### src/rtl/out_port_arbiter.sv
// Four-input round-robin output port arbiter: locks one input for a whole packet and forwards its flits.
// Optional watchdog that breaks a stalled lock is enabled by defining ARB_WATCHDOG_EN.
module out_port_arbiter #(
  parameter int LINK_WIDTH = 35,
  parameter int TIMEOUT    = 16
) (
  input  logic                  clk,
  input  logic                  reset,
  input  logic [3:0]            req,
  input  logic [LINK_WIDTH-1:0] in_data0,
  input  logic [LINK_WIDTH-1:0] in_data1,
  input  logic [LINK_WIDTH-1:0] in_data2,
  input  logic [LINK_WIDTH-1:0] in_data3,
  input  logic                  out_ready,
  output logic [3:0]            grant,
  output logic [3:0]            pop,
  output logic [LINK_WIDTH-1:0] out_data,
  output logic                  err_timeout
);

  localparam logic ST_IDLE = 1'b0;
  localparam logic ST_BUSY = 1'b1;
  localparam int   VLD     = LINK_WIDTH - 1;
  localparam int   EOP     = LINK_WIDTH - 3;

  logic                  state_q, state_d;
  logic [1:0]            rr_q, rr_d;
  logic [1:0]            owner_q, owner_d;
  logic [3:0]            grant_q, grant_d;
  logic [LINK_WIDTH-1:0] out_data_q, out_data_d;
  logic [LINK_WIDTH-1:0] sel_data;
  logic [1:0]            win;
  logic                  win_found;
  logic                  xfer;
  logic                  wd_expire;

  always_comb begin
    case (owner_q)
      2'd0:    sel_data = in_data0;
      2'd1:    sel_data = in_data1;
      2'd2:    sel_data = in_data2;
      default: sel_data = in_data3;
    endcase
  end

  assign xfer = (state_q == ST_BUSY) && sel_data[VLD] && out_ready;

  // Round-robin search: first requester at or above rr_q, wrapping modulo 4.
  always_comb begin
    win       = rr_q;
    win_found = 1'b0;
    for (int k = 0; k < 4; k++) begin
      if (!win_found && req[rr_q + 2'(k)]) begin
        win       = rr_q + 2'(k);
        win_found = 1'b1;
      end
    end
  end

  always_comb begin
    state_d    = state_q;
    rr_d       = rr_q;
    owner_d    = owner_q;
    grant_d    = grant_q;
    out_data_d = '0;
    case (state_q)
      ST_IDLE: begin
        if (win_found) begin
          state_d = ST_BUSY;
          owner_d = win;
          grant_d = 4'b0001 << win;
        end
      end
      default: begin
        if (xfer) begin
          out_data_d = sel_data;
        end
        if ((xfer && sel_data[EOP]) || wd_expire) begin
          state_d = ST_IDLE;
          grant_d = 4'b0000;
          rr_d    = owner_q + 2'd1;
        end
      end
    endcase
  end

  always_ff @(posedge clk or negedge reset) begin
    if (!reset) begin
      state_q    <= ST_IDLE;
      rr_q       <= 2'd0;
      owner_q    <= 2'd0;
      grant_q    <= 4'b0000;
      out_data_q <= '0;
    end else begin
      state_q    <= state_d;
      rr_q       <= rr_d;
      owner_q    <= owner_d;
      grant_q    <= grant_d;
      out_data_q <= out_data_d;
    end
  end

`ifdef ARB_WATCHDOG_EN
  localparam int WD_W = $clog2(TIMEOUT + 1);

  logic [WD_W-1:0] wd_q, wd_d;
  logic            err_q, err_d;

  // Counts consecutive lock-held cycles with no flit moving; the expiring cycle releases the lock.
  assign wd_expire = (state_q == ST_BUSY) && !xfer && (wd_q == WD_W'(TIMEOUT - 1));

  always_comb begin
    wd_d  = '0;
    err_d = err_q;
    if ((state_q == ST_BUSY) && !xfer) begin
      if (wd_expire) begin
        err_d = 1'b1;
      end else begin
        wd_d = wd_q + 1'b1;
      end
    end
  end

  always_ff @(posedge clk or negedge reset) begin
    if (!reset) begin
      wd_q  <= '0;
      err_q <= 1'b0;
    end else begin
      wd_q  <= wd_d;
      err_q <= err_d;
    end
  end

  assign err_timeout = err_q;
`else
  logic [31:0] wd_timeout_unused;

  assign wd_timeout_unused = 32'(TIMEOUT);
  assign wd_expire         = 1'b0;
  assign err_timeout       = 1'b0;
`endif

  assign grant    = grant_q;
  assign out_data = out_data_q;
  assign pop      = (xfer ? grant_q : 4'b0000) & {4{reset}};

endmodule

### config.mk
export PLATFORM = sky130hd
export DESIGN_NAME = out_port_arbiter
export DESIGN_NICKNAME = d
export VERILOG_FILES = /design/src/rtl/out_port_arbiter.sv
export SDC_FILE = /design/constraint.sdc
export NUM_CORES = 1
export LEC_CHECK = 0
export ABC_AREA = 1
export CORE_ASPECT_RATIO = 1.75
export CORE_MARGIN = 2
export CORE_UTILIZATION = 38
export CTS_CLUSTER_DIAMETER = 50
export DETAILED_ROUTE_END_ITERATION = 7
export PLACE_DENSITY = 0.87
export SETUP_SLACK_MARGIN = 0.5
export SLEW_MARGIN = 20
export SYNTH_ARGS = -nofsm -noshare
export SYNTH_HDL_FRONTEND = slang
export SYNTH_SLANG_ARGS = --single-unit
### constraint.sdc
create_clock -name clk -period 5.4 [get_ports clk]
set_input_delay 0.81 -clock clk [delete_from_list [all_inputs] [get_ports clk]]
set_output_delay 0.81 -clock clk [all_outputs]
set_load 0.02 [all_outputs]
* After elaboration in Yosys (flattened, before gate mapping)
Cells that the tools add are included.
Operators by class: bitwise logic cells 2, mux-type cells 25, eq/ne operators 3, $add $sub $neg 4, $lt $le $gt $ge 4, reduce and logical (&&, ||, !) cells 14, shift-type cells 1
Operators by type and width (count):
- $pmux W35 S3 | 1
- $mux W35 | 2
- $mux W4 | 4
- $lt A2 B3 Y1 const B | 4
- $mux W1 | 11
- $bmux W1 S2 | 4
- $logic_and A1 B1 Y1 | 6
- $mux W2 | 3
- $reduce_and A2 Y1 | 3
- $add A2 B1 Y2 const B | 2
- $add A2 B2 Y2 const B | 2
- $and A4 B4 Y4 | 1
- $shl A1 B2 Y4 const A | 1
- $logic_not A1 Y1 | 3
- $eq A2 B1 Y1 const B | 1
- $eq A2 B2 Y1 const B | 1
- $logic_not A2 Y1 | 1
- $ne A2 B1 Y1 const B | 1
- $reduce_bool A2 Y1 | 1
- $not A1 Y1 | 1
Storage, ports and cells: word-level logic and storage cells 58, flip-flop bits (word level) 44, output and inout bits 44

* Logic depth before layout (Yosys ltp)
depth in word-level cells 15, gate-level depth with buffers 14, gate-level depth less buffers 13

* Worst setup path before layout
OpenSTA, ideal clock, no wires.
path kind reg-to-output, from reg owner_q[0], to out pop[0], cell stages (with the launch flop) 9, arrival 1773 ps, data required time 4590 ps, path buffers 2, slack 2817 ps, cell sequence dfrtp_1 -> inv_1 -> ha_1 -> clkbuf_1 -> nand2_1 -> a31oi_4 -> buf_2 -> nand2_1 -> nor2_1
On the way: cells in the longest elaborated chain, start to end 6, elaborated cells between the ends (all ways) 8, classes of those cells eq/ne: 2; mux: 2; bitwise: 1; reduce/logical: 3
RTL lines:
- start: declaration | RTL line 28 | logic [1:0] owner_q, owner_d;
- start signal: assignment | RTL line 97 | owner_q <= owner_d;
- $eq A2 B2 Y1, or another cell as far along | RTL line 38 | case (owner_q)
- $pmux W35 S3 (*) | RTL line 38
- $logic_and A1 B1 Y1 (*) (2 in series) | RTL line 46 | assign xfer = (state_q == ST_BUSY) && sel_data[VLD] && out_ready;
- $mux W4 (*) | RTL line 145 | assign pop = (xfer ? grant_q : 4'b0000) & {4{reset}};
- $and A4 B4 Y4 (*) | RTL line 145
- end: declaration | RTL line 16 | output logic [3:0] pop,
Every way passes the cells marked *; elsewhere a longest branch is shown, timed or not.

* Worst setup path after layout
from reg owner_q[0], to out pop[3]
Same word-level chain as after synthesis.

==> impl_metrics.json <==
{
  "grt_max_degree": 46,
  "synthTopCellsByArea": "dfrtp_1 (42%), nand2_1 (18%), a31oi_1 (8.0%), a21oi_1 (7.0%), o21ai_0 (6.6%)",
  "worstHoldPathType": "flip-flop to flip-flop",
  "worst_pin_slew_ps": 811,
  "rr_worst_depth": 7,
  "grt_use_met2_pct": 46.3,
  "wl_per_cell_um": 15.6,
  "r2r_slack_ps": 2700,
  "power_mw": 2.14,
  "dieArea_um2": 7690,
  "grt_antenna_before_repair": 0,
  "busiest_layer": "met2",
  "cts_tree": "done",
  "async_flop_share_pct": 100,
  "layout-drive-gt1-share_pct": 5.57,
  "synth_top_cell_area_share_pct": 41.5,
  "final_nets": 689,
  "rows": 40,
  "rr_startpoint": "owner_q[0]",
  "cp.required_ps": 4590,
  "critPathKind": "flip-flop to primary output",
  "grt_use_total_pct": 25.1,
  "end_kind": "primary output",
  "synth_cells": 362,
  "first_global_vias": 3249,
  "arrival_ps": 3190,
  "first_pass_iters": 5,
  "synth_most_common_cell": "nand2_1",
  "cts-root-buf": "clkbuf_16",
  "drv_cap": 0,
  "synth_nets": 513,
  "ios": 191,
  "core_um2": 6810,
  "rsz0062_at_grt": "no",
  "dr.first_iter.drc_count": 317,
  "grtUsageMet1_pct": 26.3,
  "diodes": 0,
  "drv_slew": 0,
  "grt_pass1_wl_um": 14800,
  "min_path_cells": 1,
  "grt_overflow": 0,
  "layout_min_cycle_time_ps": 4000,
  "hold_buffers": 0,
  "syn_to_final_growth_pct": 78.4,
  "start_util_pct": 39.0,
  "fin_ws_ps": 1400,
  "num_vias": 3285,
  "regArea_um2": 1100,
  "avgSynthCellArea_um2": 7.32,
  "timing.setup.tns_ps": 0,
  "multi_input_area_um2": 1370,
  "status": "finished, final reports clean",
  "die_y_um": 114,
  "routed_via_density": 5.27,
  "power_density_nw_per_um2": 452,
  "fmax_ghz": 0.250,
  "portBuffers": 189,
  "min_period_over_period_pct": 74.0,
  "globalRouteMet3Util_pct": 5.01,
  "cts_setup_buffers": 0,
  "clkTransAtPathRegs_ps": 50,
  "cts_buffer_depth": 2,
  "place_ws_ps": 1460,
  "ir_drop_v": 0.000249,
  "synth_ff_type": "dfrtp_1",
  "placed_cells": 615,
  "hp-start": "owner_q[0]",
  "yosys_warnings": 0,
  "yosysSeqAreaShare_pct": 41.5,
  "gp_congestion": 0.975,
  "yosysTopAreaCell": "dfrtp_1",
  "crit_fanout": 36,
  "fillerInstances": 584,
  "hold_viol": 0,
  "maxSlewHeadroom_pct": 45.9,
  "insertion_delay_ps": 280,
  "die_w_um": 67.1,
  "setup_viol": 0,
  "fin_skew_ps": 5.53,
  "ys_types": 28,
  "numCtsBuffers": 5,
  "clock_sinks": 44,
  "critPathLaunchType": "flip-flop",
  "synth_top_cells_by_count": "nand2_1 (127), dfrtp_1 (44), a21oi_1 (37), o21ai_0 (35), a31oi_1 (34)",
  "leakage_nw": 1.96,
  "drcViolationCount": 0,
  "synth_area_um2": 2650,
  "r2r_end": "rr_q[1]",
  "antenna_left": 0,
  "post_cts_resized": 0,
  "ys_ff_latch": 44,
  "routed_wl_um": 9710,
  "place_hpwl_um": 7480,
  "fin_cells": 623,
  "whs_endpoint": "rr_q[0]",
  "h-tree-depth": 2,
  "synth_edf_count": 0
}
[registers in the layout, summed over array words and instances, names as in the netlist]
| signal | count |
|---|---|
| owner_q | 2 |
| state_q | 1 |
| rr_q | 2 |
| out_data | 35 |
| grant | 4 |
[per-layer routing]
layer	vias to the layer above	wire length, um
li1	1568	-
met4	0	446
met1	1500	3330
met2	183	5190
met5	-	0
met3	34	745
[power by group]
| part | switching (mW) | leakage [nW] | internal (mW) | total (mW) |
|---|---|---|---|---|
| registers | 0.0670 | 0.590 | 0.441 | 0.509 |
| clock network | 0.115 | 0.0808 | 0.217 | 0.332 |
| logic | 0.788 | 1.29 | 0.511 | 1.30 |
[through the flow]
step	cell area, um2	utilization [%]	hold slack [ps]
finish	4730	69.5	550
global route	4730	69.5	581
CTS	4730	69.5	545
detailed placement	4570	67.1	530
global placement	4570	67.1	508
floorplan	2650	-	495
[layout by cell type (no fill, tap or decap), types with 13 or more instances in the layout]
master	Yosys	final
a21oi_1	37	37
a31oi_1	34	34
clkdlybuf4s50_1	0	188
dfrtp_1	44	44
inv_1	13	13
nand2_1	127	127
nand3_1	15	15
o21ai_0	35	35
[layout make-up]
cell class | instances | share of cell area (%)
sequential | 44 | 23.3
tap | 84 | 2.22
clock buffer | 6 | 2.72
timing repair buffer | 194 | 40.7
clock inverter | 2 | 0.741
multi-input combinational | 275 | 28.9
inverter | 18 | 1.43
[critical path, stage by stage, from the launching register on]
cell	delay [ps]
dfrtp_1	410
ha_1	230
inv_2	390
o211ai_1	200
a31oi_4	680
nand2_1	230
nor2_1	150
clkdlybuf4s50_1	610
[cell families (layout without fill, tap and decap cells)]
logic type / Yosys count / after routing / share of synthesized area [%]
AO/OA/AOI/OAI: 110 / 110 / 23.5
flip-flops: 44 / 44 / 41.5
other: 1 / 1 / 0.141
buffers and inverters: 43 / 220 / 6.84
AND/OR/NAND/NOR: 160 / 160 / 26.1
adder cells (fa/ha/maj): 4 / 4 / 1.89
[worst max path at each step]
stage	start	slack [ps]	endpoint
after floorplan	owner_q[0]	2820	pop[0]
after global placement	in_data3[34]	1550	pop[1]
after detailed placement	in_data3[34]	1460	pop[3]
after CTS	owner_q[0]	1340	pop[3]
after global routing	owner_q[0]	1160	pop[3]
final	owner_q[0]	1400	pop[3]
No activity file was read; power rests on OpenSTA's default activity.
